$ cat src/rtl/ddr4_cmd_packer.sv
// Packs the serial softMC instruction stream into PHASES-slot DDR4 DFI command
// bundles, decoding ACT/RD/WR per slot and expanding WAIT instructions into NOP slots.
module ddr4_cmd_packer #(
  parameter int ROW_WIDTH  = 17,
  parameter int BANK_WIDTH = 2,
  parameter int BG_WIDTH   = 2,
  parameter int CS_WIDTH   = 1,
  parameter int PHASES     = 4
) (
  input  logic                           clk,
  input  logic                           rst,
  input  logic                           in_valid,
  output logic                           in_ready,
  input  logic [31:0]                    in_instr,
  input  logic                           flush,
  output logic                           out_valid,
  input  logic                           out_ready,
  output logic [PHASES*ROW_WIDTH-1:0]    dfi_address,
  output logic [PHASES*BANK_WIDTH-1:0]   dfi_bank,
  output logic [PHASES*BG_WIDTH-1:0]     dfi_bg,
  output logic [PHASES*CS_WIDTH-1:0]     dfi_cs_n,
  output logic [PHASES-1:0]              dfi_act_n,
  output logic [PHASES-1:0]              dfi_ras_n,
  output logic [PHASES-1:0]              dfi_cas_n,
  output logic [PHASES-1:0]              dfi_we_n,
  output logic [PHASES-1:0]              mc_rd,
  output logic [PHASES-1:0]              mc_wr
);

  localparam int PTR_W    = (PHASES > 1) ? $clog2(PHASES) : 1;
  localparam int BANK_LSB = ROW_WIDTH;
  localparam int BG_LSB   = BANK_LSB + BANK_WIDTH;
  localparam int CS_LSB   = BG_LSB + BG_WIDTH;

  typedef enum logic {S_FILL, S_WAIT} state_t;

  state_t            state, state_next;
  logic [PTR_W-1:0]  ptr;
  logic [15:0]       remaining;

  // Decoded slot for the instruction currently on in_instr.
  logic [ROW_WIDTH-1:0]  cmd_addr;
  logic [BANK_WIDTH-1:0] cmd_bank;
  logic [BG_WIDTH-1:0]   cmd_bg;
  logic [CS_WIDTH-1:0]   cmd_cs_n;
  logic                  cmd_act_n, cmd_ras_n, cmd_cas_n, cmd_we_n, cmd_rd, cmd_wr;

  logic        accept, cmd_accept, wait_accept, wait_step, wait_fill, wait_done;
  logic        flush_fire, ptr_last;
  logic [16:0] free;
  logic [15:0] wait_n;
  logic        unused_instr;

  // Row bits beyond ROW_WIDTH read as 1 when reused as ACT command pins.
  function automatic logic row_bit(input logic [ROW_WIDTH-1:0] a, input int idx);
    logic b;
    b = 1'b1;
    for (int i = 0; i < ROW_WIDTH; i++)
      if (i == idx) b = a[i];
    return b;
  endfunction

  assign cmd_addr     = in_instr[ROW_WIDTH-1:0];
  assign cmd_bank     = in_instr[BANK_LSB +: BANK_WIDTH];
  assign cmd_bg       = in_instr[BG_LSB +: BG_WIDTH];
  assign cmd_cs_n     = in_instr[CS_LSB +: CS_WIDTH];
  assign wait_n       = in_instr[15:0];
  assign unused_instr = ^in_instr;

  always_comb begin
    // NOTE: every output of a combinational block gets a default first, so no path infers a latch.
    cmd_act_n = 1'b1;
    cmd_ras_n = in_instr[30];
    cmd_cas_n = in_instr[29];
    cmd_we_n  = in_instr[28];
    cmd_rd    = 1'b0;
    cmd_wr    = 1'b0;
    unique case (in_instr[30:28])
      3'b011: begin
        cmd_act_n = 1'b0;
        cmd_ras_n = row_bit(cmd_addr, 16);
        cmd_cas_n = row_bit(cmd_addr, 15);
        cmd_we_n  = row_bit(cmd_addr, 14);
      end
      3'b101:  cmd_rd = 1'b1;
      3'b100:  cmd_wr = 1'b1;
      default: ;
    endcase
  end

  assign accept      = in_valid && in_ready;
  assign cmd_accept  = accept && !in_instr[31];
  assign wait_accept = accept && in_instr[31] && (wait_n != 16'd0);
  assign free        = 17'(PHASES) - {{(17-PTR_W){1'b0}}, ptr};
  assign wait_step   = (state == S_WAIT) && !out_valid;
  assign wait_fill   = wait_step && ({1'b0, remaining} >= free);
  assign wait_done   = ({1'b0, remaining} == free);
  assign flush_fire  = flush && (state == S_FILL) && !out_valid && (ptr != '0) && !accept;
  assign ptr_last    = (ptr == PTR_W'(PHASES - 1));

  // State register
  always_ff @(posedge clk) begin
    if (rst) state <= S_FILL;
    else     state <= state_next;
  end

  // Next-state logic
  always_comb begin
    state_next = state;
    unique case (state)
      S_FILL: if (wait_accept) state_next = S_WAIT;
      S_WAIT: if (wait_step && (!wait_fill || wait_done)) state_next = S_FILL;
      default: state_next = S_FILL;
    endcase
  end

  // Output logic
  always_comb begin
    in_ready = !rst && (state == S_FILL) && !out_valid;
  end

  // Slots at or above ptr always hold NOP, so WAIT only advances ptr or completes the bundle.
  always_ff @(posedge clk) begin
    if (rst) begin
      // NOTE: slot registers are reset because the NOP encoding is a real bus value, not a don't-care.
      out_valid   <= 1'b0;
      ptr         <= '0;
      remaining   <= '0;
      dfi_address <= '0;
      dfi_bank    <= '0;
      dfi_bg      <= '0;
      dfi_cs_n    <= '1;
      dfi_act_n   <= '1;
      dfi_ras_n   <= '1;
      dfi_cas_n   <= '1;
      dfi_we_n    <= '1;
      mc_rd       <= '0;
      mc_wr       <= '0;
    end else begin
      // NOTE: nonblocking assignments so every register here samples pre-edge values.
      if (out_valid && out_ready) begin
        out_valid   <= 1'b0;
        dfi_address <= '0;
        dfi_bank    <= '0;
        dfi_bg      <= '0;
        dfi_cs_n    <= '1;
        dfi_act_n   <= '1;
        dfi_ras_n   <= '1;
        dfi_cas_n   <= '1;
        dfi_we_n    <= '1;
        mc_rd       <= '0;
        mc_wr       <= '0;
      end

      if (cmd_accept) begin
        for (int i = 0; i < PHASES; i++) begin
          if (ptr == PTR_W'(i)) begin
            dfi_address[i*ROW_WIDTH +: ROW_WIDTH]   <= cmd_addr;
            dfi_bank[i*BANK_WIDTH +: BANK_WIDTH]    <= cmd_bank;
            dfi_bg[i*BG_WIDTH +: BG_WIDTH]          <= cmd_bg;
            dfi_cs_n[i*CS_WIDTH +: CS_WIDTH]        <= cmd_cs_n;
            dfi_act_n[i] <= cmd_act_n;
            dfi_ras_n[i] <= cmd_ras_n;
            dfi_cas_n[i] <= cmd_cas_n;
            dfi_we_n[i]  <= cmd_we_n;
            mc_rd[i]     <= cmd_rd;
            mc_wr[i]     <= cmd_wr;
          end
        end
        if (ptr_last) begin
          ptr       <= '0;
          out_valid <= 1'b1;
        end else begin
          ptr <= ptr + 1'b1;
        end
      end

      if (wait_accept) remaining <= wait_n;

      if (wait_step) begin
        if (wait_fill) begin
          remaining <= remaining - free[15:0];
          ptr       <= '0;
          out_valid <= 1'b1;
        end else begin
          ptr       <= ptr + remaining[PTR_W-1:0];
          remaining <= '0;
        end
      end

      if (flush_fire) begin
        ptr       <= '0;
        out_valid <= 1'b1;
      end
    end
  end

endmodule
$ cat config.mk
export PLATFORM = sky130hd
export DESIGN_NAME = ddr4_cmd_packer
export DESIGN_NICKNAME = d
export VERILOG_FILES = /design/src/rtl/ddr4_cmd_packer.sv
export SDC_FILE = /design/constraint.sdc
export NUM_CORES = 1
export LEC_CHECK = 0
export ABC_CLOCK_PERIOD_IN_PS = 4900
export BUFFER_PORTS_ARGS = -buffer_cell sky130_fd_sc_hd__clkbuf_2
export CORE_MARGIN = 2
export CORE_UTILIZATION = 45
export DETAILED_ROUTE_END_ITERATION = 8
export HOLD_SLACK_MARGIN = 0.02
export PLACE_DENSITY = 0.74
export SYNTH_ARGS = -nofsm -noshare
export SYNTH_HDL_FRONTEND = slang
export SYNTH_SLANG_ARGS = --single-unit
$ cat constraint.sdc
create_clock -name clk -period 4.9 [get_ports clk]
set_input_delay 0.735 -clock clk [delete_from_list [all_inputs] [get_ports clk]]
set_output_delay 0.735 -clock clk [all_outputs]
set_load 0.01 [all_outputs]
After elaboration in Yosys (flattened, before gate mapping)
Index checks and enable logic that the tools add are counted.
{"block": "classes", "n_mux": 82, "bitwise_logic": 1, "eq_ne": 7, "n_addsub": 4, "reduce_logical": 26, "magnitude_cmp": 1}
{"op": "$mux W68", "n": 2}
{"op": "$mux W17", "n": 4}
{"op": "$mux W4", "n": 14}
{"op": "$mux W16", "n": 3}
{"op": "$mux W1", "n": 42}
{"op": "$mux W8", "n": 4}
{"op": "$mux W2", "n": 12}
{"op": "$eq A16 B17 Y1", "n": 1}
{"op": "$ge A16 B17 Y1", "n": 1}
{"op": "$reduce_bool A16 Y1", "n": 1}
{"op": "$sub A16 B16 Y16", "n": 1}
{"op": "$logic_and A1 B1 Y1", "n": 14}
{"op": "$eq A3 B3 Y1 const B", "n": 2}
{"op": "$reduce_bool A2 Y1", "n": 3}
{"op": "$logic_not A1 Y1", "n": 5}
{"op": "$eq A2 B2 Y1 const B", "n": 2}
{"op": "$sub A3 B2 Y4 const A", "n": 1}
{"op": "$eq A3 B2 Y1 const B", "n": 1}
{"op": "$add A2 B1 Y2 const B", "n": 1}
{"op": "$add A2 B2 Y2", "n": 1}
{"op": "$eq A2 B1 Y1 const B", "n": 1}
{"op": "$logic_not A2 Y1", "n": 1}
{"op": "$pmux W1 S2", "n": 1}
{"op": "$reduce_or A2 Y1", "n": 1}
{"op": "other kinds (2)", "n": 2}
{"block": "word_totals", "elab_cells": 135, "inputBits": 37, "output_inout_bits": 114, "regBits": 132}

Longest topological paths before layout
Gate-level depths: netlist of the first run.
{"block": "logic_depth", "word_depth": 9, "mapped_depth": 10, "depth_no_buf": 9}

Least setup slack after synthesis of the first run
No wires, ideal clock.
{"block": "synth_path", "path_kind": "register to register", "from": "register ptr[0]", "to": "register remaining[12]", "setup_ns": 0.128, "synth_period_minus_slack_ns": 2.594, "slack_ns": 2.306, "path_stages_with_launch": 10, "required_time_ns": 4.772, "path_buffers": 0, "arrival_ns": 2.466, "path_cell_list": "dfxtp_1 inv_1 ha_1 inv_1 fa_1 a211oi_1 nand3_1 or3_1 a21oi_1 o22ai_1"}
{"block": "synth_between", "elab_chain_cells": 5, "elab_cells_between_ends": 6, "cone_classes": "add/sub (2); order compare (1); mux (2); reduce/logical (1)"}
{"element": "start, declared", "line_no": "38", "source": "logic [PTR_W-1:0] ptr;"}
{"element": "start signal, assigned", "line_no": "174", "source": "ptr <= ptr + 1'b1;"}
{"element": "start signal, assigned", "line_no": "186", "source": "ptr <= ptr + remaining[PTR_W-1:0];"}
{"element": "$sub A3 B2 Y4 *", "line_no": "94", "source": "assign free = 17'(PHASES) - {{(17-PTR_W){1'b0}}, ptr};"}
{"element": "$ge A16 B17 Y1", "line_no": "96", "source": "assign wait_fill = wait_step && ({1'b0, remaining} >= free);"}
{"element": "$logic_and A1 B1 Y1", "line_no": "96"}
{"element": "$mux W16 *", "line_no": "181", "source": "if (wait_fill) begin"}
{"element": "$mux W16 *", "line_no": "180", "source": "if (wait_step) begin"}
{"element": "end signal, assigned", "line_no": "178", "source": "if (wait_accept) remaining <= wait_n;"}
{"element": "end signal, assigned", "line_no": "182", "source": "remaining <= remaining - free[15:0];"}
{"element": "end, declared", "line_no": "39", "source": "logic [15:0] remaining;"}
Every way passes the cells marked *; elsewhere a longest branch is shown, timed or not.
A chain may end at the register's enable or synchronous reset.

Worst setup path after layout of the first run
{"block": "layout_path", "from": "register ptr[0]", "to": "register remaining[8]"}
The elaborated chain is that of the path after synthesis.

==> results of run 1 <==
==> through the flow <==
stage               std cells  util [%]  power, uW  setup WS, ns
global route              993      55.8       2810          1.72
global placement          962      51.1       1460          1.89
CTS                       993      55.8       2710          1.97
detailed placement        962      51.1       1460          1.82
finish                    993      55.8       2710          1.92
floorplan                 694         -       1360          2.31
==> registers in the layout (all words and copies together), names as in the netlist, 2 cells and up <==
signal,count
dfi_we_n,4
dfi_act_n,4
mc_rd,4
dfi_cs_n,4
dfi_ras_n,4
dfi_address,68
remaining,16
dfi_cas_n,4
dfi_bg,8
mc_wr,4
ptr,2
dfi_bank,8
==> kinds of logic after synthesis <==
family | count (synthesis)
xor gates and xnor gates | 4
AOI/OAI and AO/OA | 166
DFF | 132
adders and majority gates | 9
and+or+nand+nor | 316
buffers and inverters | 67
==> critical path: stages (launching register included) <==
cell	delay (ns)
dfxtp_1	0.37
inv_1	0.13
ha_1	0.23
inv_1	0.12
ha_1	0.39
nand4b_1	0.19
and3_1	0.25
a31oi_2	0.73
a32oi_1	0.20
o32ai_1	0.26
==> how the worst max path moves through the flow <==
stage,slack [ns],start,cells after the start,end
after floorplan,2.31,ptr[0],9,remaining[12]
after global placement,1.89,rst,6,dfi_address[25]
after detailed placement,1.82,rst,6,dfi_address[23]
after CTS,1.97,ptr[0],9,remaining[8]
after global routing,1.72,ptr[0],9,remaining[8]
final,1.92,ptr[0],9,remaining[8]
==> where the power goes <==
group / switching [uW] / internal [uW]
logic: 211 / 104
clock network: 458 / 807
registers: 24.5 / 1100
total: 694 / 2010
==> cells in the final DEF, fill, tap and decap left out, types with 3 or more instances in the layout <==
cell type,synthesis,final
clkinv_2,0,5
nor2b_1,3,3
o21bai_1,8,8
nand2b_1,7,7
clkbuf_1,30,3
or2_1,12,12
nand2_2,4,4
nand4_1,5,5
inv_1,13,13
a21oi_1,111,111
nand2_1,109,108
a221oi_1,3,3
nor3_1,29,29
bufinv_16,0,3
nor4_1,6,6
a32oi_1,5,5
a21oi_2,5,5
a211oi_1,5,5
nor3b_4,3,3
ha_1,8,8
nor2_1,19,19
dfxtp_1,132,132
clkbuf_2,0,143
o21ai_0,8,8
xnor2_1,3,3
buf_4,4,7
nand3b_1,3,3
nand3_1,99,99
a31oi_1,7,7
clkbuf_16,0,17
o311ai_0,3,3
==> per-layer routing <==
layer,track usage (%),up-vias,share of wire [%]
met2,37.9,246,46
met3,6.12,27,7.8
met1,34.5,2628,45
met5,0,-,0
met4,8.78,0,1.8
li1,-,2676,-
==> layout make-up <==
type	instances	area share, %
tap	172	3.08
sequential	132	37.8
clock buffer	21	6.45
inverter	13	0.699
multi-input combinational	495	39.0
clock inverter	10	1.88
timing repair buffer	150	11.0
==> metrics, run 1 <==
hold path depth 2; drt initial violations 698; postcts setup bufs 0; Fin Clk Skew 0.00916 ns; layout filler cell count 1,190; DRT Pass-1 Iters 6; crit-path max FO 17; worst r2r dst remaining[8]; # clock sinks 132; grt ovf 0; multi-input logic area 0.00273 sq mm; top post-synthesis cells by area dfxtp_1 46%, a21oi_1 9.7%, nand3_1 8.7%, nand2_1 7.2%, nor3_1 2.5%; CTS tree done; Netlist Area Pre-Place 0.00570 sq mm; Ports 151; nets 855; WL final 16.8 mm; ys flop type dfxtp_1; hold slack final 0.464 ns; Slew headroom 18.5%; power density over the cells 387 mW/mm^2; Synthesized Nets 740; share of cells above drive strength 1 24.0%; Setup crit start kind register; Initial Utilization 45.6%; Mapped Cells 694; Synth Register Bits 132; final hold vios 0; clk_lat worst skew 0.41 ns; fin. max-slew vios 0; Synth Area in Compound Gates 17.0%; Routed Antenna Nets 0; Syn. warnings 0; Placed Area 0.00640 sq mm; reg2reg path depth 9; largest family of logic cells by synthesized area simple AND/OR/NAND/NOR gates; post-synthesis area per instance 8.22 sq um; required time worst endpoint 5.21 ns; DPL Wire Length 10.6 mm; Max Fclk 336 MHz; worst r2r src ptr[0]; internal reg-to-reg setup slack 1.92 ns; Remaining DRCs 0; root buffer cell clkbuf_16; top cell type's share of synthesized area 46.3%; GP Congestion 0.844; status completed; Setup TNS 0 ns; CP Class register to register; setup violators final 0; Reg area 0.00264 sq mm; clock-pin slew on the worst setup and hold paths 0.06 ns; Worst Hold Class register to register; Die Ht 117 microns; vias 5,577; count leader, synth dfxtp_1; Final Cell Area 0.00698 sq mm; measured slew at the worst slew-check pin 1.21 ns; # port buffers 144; top cells by count, synth 132 x dfxtp_1, 111 x a21oi_1, 109 x nand2_1; cts hold-fix bufs 0; asr flop ratio synth 0%; Hold Path Sink dfi_address[3]; number of global-route vias before repair 4,999; Final Cycle Share 60.8%; area leader, netlist dfxtp_1; routed vias/inst 5.62; hold_sp dfi_address[3]; largest net degree at the start of global routing 100; CTS resizes 0; crit path capture type register; Global Route Usage Sum 24.9%; WL per Instance 16.9 microns; RSZ-0062 raised after global routing false; Netlist cell types 55; mux contribution to synthesized area 0%; first-pass GRT wire length 26.2 mm; antenna violations before repair 0; H-Tree Depth 4; minimum clock period 2.98 ns; n_diodes 0; Die X-Extent 117 microns; clock tree buffer depth 2; maximum VDD drop 0.000226 V; Seq/Total Area, Yosys 46.3%; Layout area overhead 22.4%; Num CTS Buffers 17; total core area 0.0125 sq mm; simple-gate share of the synthesized area 28.0%; Static Leak 0.00270 uW; Synth Area in Adders 2.11%; Rows 41; Total Die Area 0.0136 sq mm; maxcap violations 0; Crit path arrival time 3.29 ns; xor/xnor cell area share of the yosys netlist 0.614%; Post-synth EDFFs 0
Power figures use the tool's default switching activity.
==> run 2: changes to the inputs <==
ABC_CLOCK_PERIOD_IN_PS = 2900   (was 4900)
clock period = 2.9 ns   (was 4.9 ns; I/O delays follow)
==> metrics, run 2 (synthesis results as in run 1) <==
status completed; Setup TNS 0 ns; RSZ-0062 raised after global routing false; Worst Hold Class input pin to register; CP top delay family compound AO/OA/AOI/OAI gates; Die Ht 117 microns; DRT Pass-1 Iters 5; Initial Utilization 45.6%; H-Tree Depth 4; most frequent cells in the layout 143 x clkbuf_2, 132 x dfxtp_1, 111 x a21oi_1, 108 x nand2_1, 99 x nand3_1; Remaining DRCs 0; antenna violations before repair 0; Static Leak 0.00279 uW; max incr delay on CP 0.40 ns; total core area 0.0125 sq mm; Ports 151; hold path depth 3; Rows 41; Num CTS Buffers 17; crit path capture type register; Biggest register dfi_address; WL per Instance 16.8 microns; max FFs per register 68; Total Die Area 0.0136 sq mm; Layout area overhead 25.7%; drt initial violations 652; CP Class register to register; n_diodes 0; reg2reg path depth 10; Die X-Extent 117 microns; Final Non-Filler Cells 1,007; power density over the cells 651 mW/mm^2; # clock sinks 132; postcts setup bufs 0; maximum VDD drop 0.000378 V; biggest regs dfi_address (68), remaining (16); maxcap violations 0; GP Congestion 0.933; Inst Count DP 975; Hold Path Sink dfi_bg[7]; hold_sp in_instr[20]; CP Cell Sequence inv_1 -> ha_1 -> inv_1 -> ha_1 -> a211oi_1 -> and2_0 -> buf_4 -> nand3_1 -> o311ai_0 -> a31oi_1; final hold vios 0; vias 5,655; clock-pin slew on the worst setup and hold paths 0.06 ns; # port buffers 144; Final Cycle Share 87.8%; root buffer cell clkbuf_16; CTS resizes 0; minimum clock period 2.55 ns; Slew headroom 34.3%; most common cell after layout, fill and taps aside clkbuf_2; clock tree buffer depth 2; crit-path max FO 6; CTS tree done; routed vias/inst 5.62; DPL Wire Length 11.0 mm; Fin Clk Skew 0.00761 ns; measured slew at the worst slew-check pin 0.985 ns; first-pass GRT wire length 26.1 mm; Crit path arrival time 2.82 ns; share of cells above drive strength 1 25.5%; Max Fclk 393 MHz; number of global-route vias before repair 5,015; Global Route Usage Sum 24.7%; CP max-delay cell dfxtp_1; largest net degree at the start of global routing 97; required time worst endpoint 3.17 ns; WL final 17.0 mm; grt ovf 0; worst r2r dst remaining[15]; cts hold-fix bufs 0; Routed Antenna Nets 0; fin. max-slew vios 0; clk_lat worst skew 0.41 ns; CP bufs+invs 3; setup violators final 0; nets 868; internal reg-to-reg setup slack 0.35 ns; Setup crit start kind register; worst r2r src ptr[1]
## run 2: report_power, final
group | internal (uW) | switching [uW]
sequential | 1860 | 40.4
clock | 1400 | 796
combinational | 204 | 369
total | 3460 | 1210
## run 2: worst max-delay path by stage
stage	from	to	slack (ns)	cells after the start
floorplan	ptr[0]	remaining[12]	0.31	9
global placement	ptr[1]	remaining[12]	0.43	9
detailed placement	ptr[1]	remaining[15]	0.39	10
CTS	ptr[1]	remaining[8]	0.39	10
global route	ptr[1]	remaining[5]	0.14	9
finish	ptr[1]	remaining[15]	0.35	10
## run 2: metrics by stage
step	power [uW]	setup slack, ns	utilization (%)	instance area [sq um]	hold WS, ns
after global placement	2500	0.426	52.4	6560	0.454
after CTS	4680	0.387	57.3	7170	0.284
after global routing	4850	0.138	57.3	7170	0.307
final	4670	0.354	57.3	7170	0.299
after detailed placement	2500	0.392	52.4	6560	0.458
after floorplan	2300	0.306	-	5700	0.450
## run 2: final cells by class
cell class              count  area (sq um)
fillers                  1197          5350
multi-input cells         495          2730
repair buffers            163           928
clock buffers              20           457
well taps                 172           215
flip-flops and latches    132          2640
clock inverters            12           154
inverters                  13          48.8
## run 2: worst reg2reg max path, delay by kind of cell (launching register included)
family / cells / cell delay (ns)
buffers and inverters: 3 / 0.41
flip-flops: 1 / 0.40
AND/OR/NAND/NOR: 2 / 0.30
AO/OA/AOI/OAI: 3 / 0.74
adder cells (fa/ha/maj): 2 / 0.57
## run 2: routing by layer
| metal | wire length [microns] | up-vias | global-route usage (%) |
|---|---|---|---|
| met2 | 7890 | 238 | 38.1 |
| li1 | - | 2707 | - |
| met4 | 352 | 0 | 8.78 |
| met5 | 0 | - | 0 |
| met1 | 7470 | 2676 | 33.9 |
| met3 | 1240 | 34 | 5.60 |
==> run 3: changes to the inputs <==
SETUP_SLACK_MARGIN = 0.5   (was unset)
==> metrics, run 3 (synthesis results as in run 1) <==
clock tree buffer depth 2; first-pass GRT wire length 26.1 mm; multi-input logic area 0.00284 sq mm; # port buffers 144; minimum clock period 2.43 ns; maxcap violations 0; Remaining DRCs 0; CTS tree done; Setup crit start kind register; routed vias/inst 5.66; required time worst endpoint 3.14 ns; WL final 17.5 mm; nets 873; largest net degree at the start of global routing 95; # clock sinks 132; crit path capture type register; Fin Clk Skew 0.00843 ns; Ports 151; grt ovf 0; vias 5,712; power density over the cells 656 mW/mm^2; measured slew at the worst slew-check pin 0.971 ns; Static Leak 0.00285 uW; setup violators final 0; drt initial violations 645; hold slack final 0.292 ns; WL per Instance 17.3 microns; Crit path arrival time 2.67 ns; GP Congestion 0.863; Rows 41; Slew headroom 35.3%; status completed; H-Tree Depth 4; Num CTS Buffers 17; biggest regs dfi_address (68), remaining (16); max FFs per register 68; most frequent cells in the layout 143 x clkbuf_2, 131 x dfxtp_1, 111 x a21oi_1, 107 x nand2_1, 98 x nand3_1; Reg area 0.00265 sq mm; Die Ht 117 microns; Final Cycle Share 83.7%; Routed Antenna Nets 0; Biggest register dfi_address; root buffer cell clkbuf_16; share of cells above drive strength 1 27.6%; antenna violations before repair 0; Setup TNS 0 ns; clock-pin slew on the worst setup and hold paths 0.06 ns; DRT Pass-1 Iters 6; Initial Utilization 45.6%; n_diodes 0; Worst Hold Class input pin to register; Die X-Extent 117 microns; Global Route Usage Sum 24.8%; number of global-route vias before repair 5,006; CP Class register to register; Total Die Area 0.0136 sq mm; cts hold-fix bufs 0; clk_lat worst skew 0.41 ns; crit-path max FO 6; DPL Wire Length 10.9 mm; Layout area overhead 27.8%; layout filler cell count 1,122; Max Fclk 412 MHz; total core area 0.0125 sq mm; maximum VDD drop 0.000427 V; RSZ-0062 raised after global routing true; most common cell after layout, fill and taps aside clkbuf_2; final hold vios 0; fin. max-slew vios 0
run 3: cell count changes in the layout (fill, tap and decap cells not counted), sizes merged:
cell      previous run  this run
clkbuf             163       164
buf                 20        24
bufinv               3         4
clkinvlp             3         0
run 3: per-layer routing:
layer,wire (microns),share of wire (%),global-route usage (%),vias up
li1,-,-,-,2722
met1,7660,44,34.0,2684
met2,8110,46,38.7,261
met3,1370,7.8,5.29,45
met4,344,2.0,9.18,0
met5,0,0,0,-
run 3: stage by stage:
step                      cells  cell area [sq um]  power [uW]  util (%)  setup WS [ns]
after global routing       1010               7290        4960      58.2          0.391
final                      1010               7290        4780      58.2          0.472
after CTS                  1004               7150        4700      57.1          0.526
after global placement      974               6530        2500      52.1          0.420
after detailed placement    974               6530        2510      52.1          0.398
after floorplan             694               5720        2310         -          0.529
run 3: final cells by class:
cell class	instances	share of cell area, %
Timing Repair Buffer	168	13.0
Sequential cell	132	36.3
Clock buffer	20	5.99
Clock inverter	10	2.16
Inverter	13	0.669
Tap cell	172	2.95
Multi-Input combinational cell	495	38.9
run 3: what timing repair did:
item,in CTS,in global routing
buffers inserted,0,5
gates cloned,0,1
pin swaps,0,9
resized for setup,7,19
endpoints found under the setup margin,18,110
hold endpoints to repair,0,0
run 3: final timing paths:
check / from / to / slack (ns) / cells past startpoint
worst min register to register: dfi_address[54] / dfi_address[54] / 0.46 / 2
worst max register to register: ptr[1] / remaining[1] / 0.47 / 11
worst max-delay path: ptr[1] / remaining[1] / 0.47 / 11
worst min-delay path: in_instr[19] / dfi_bg[4] / 0.29 / 3
run 3: power by group:
group | total, uW | switching, uW | internal (uW)
Clock | 2210 | 780 | 1430
Sequential | 1900 | 45.4 | 1860
Combinational | 672 | 414 | 258
run 3: critical path: stages (launching register included):
cell and delay [ns]:
dfxtp_4 0.36, inv_2 0.09, ha_4 0.16, inv_2 0.07, ha_4 0.28, a211oi_4 0.28
and2_4 0.21, a31oi_4 0.11, buf_4 0.17, clkbuf_16 0.14, a221oi_2 0.27, nor3_1 0.11
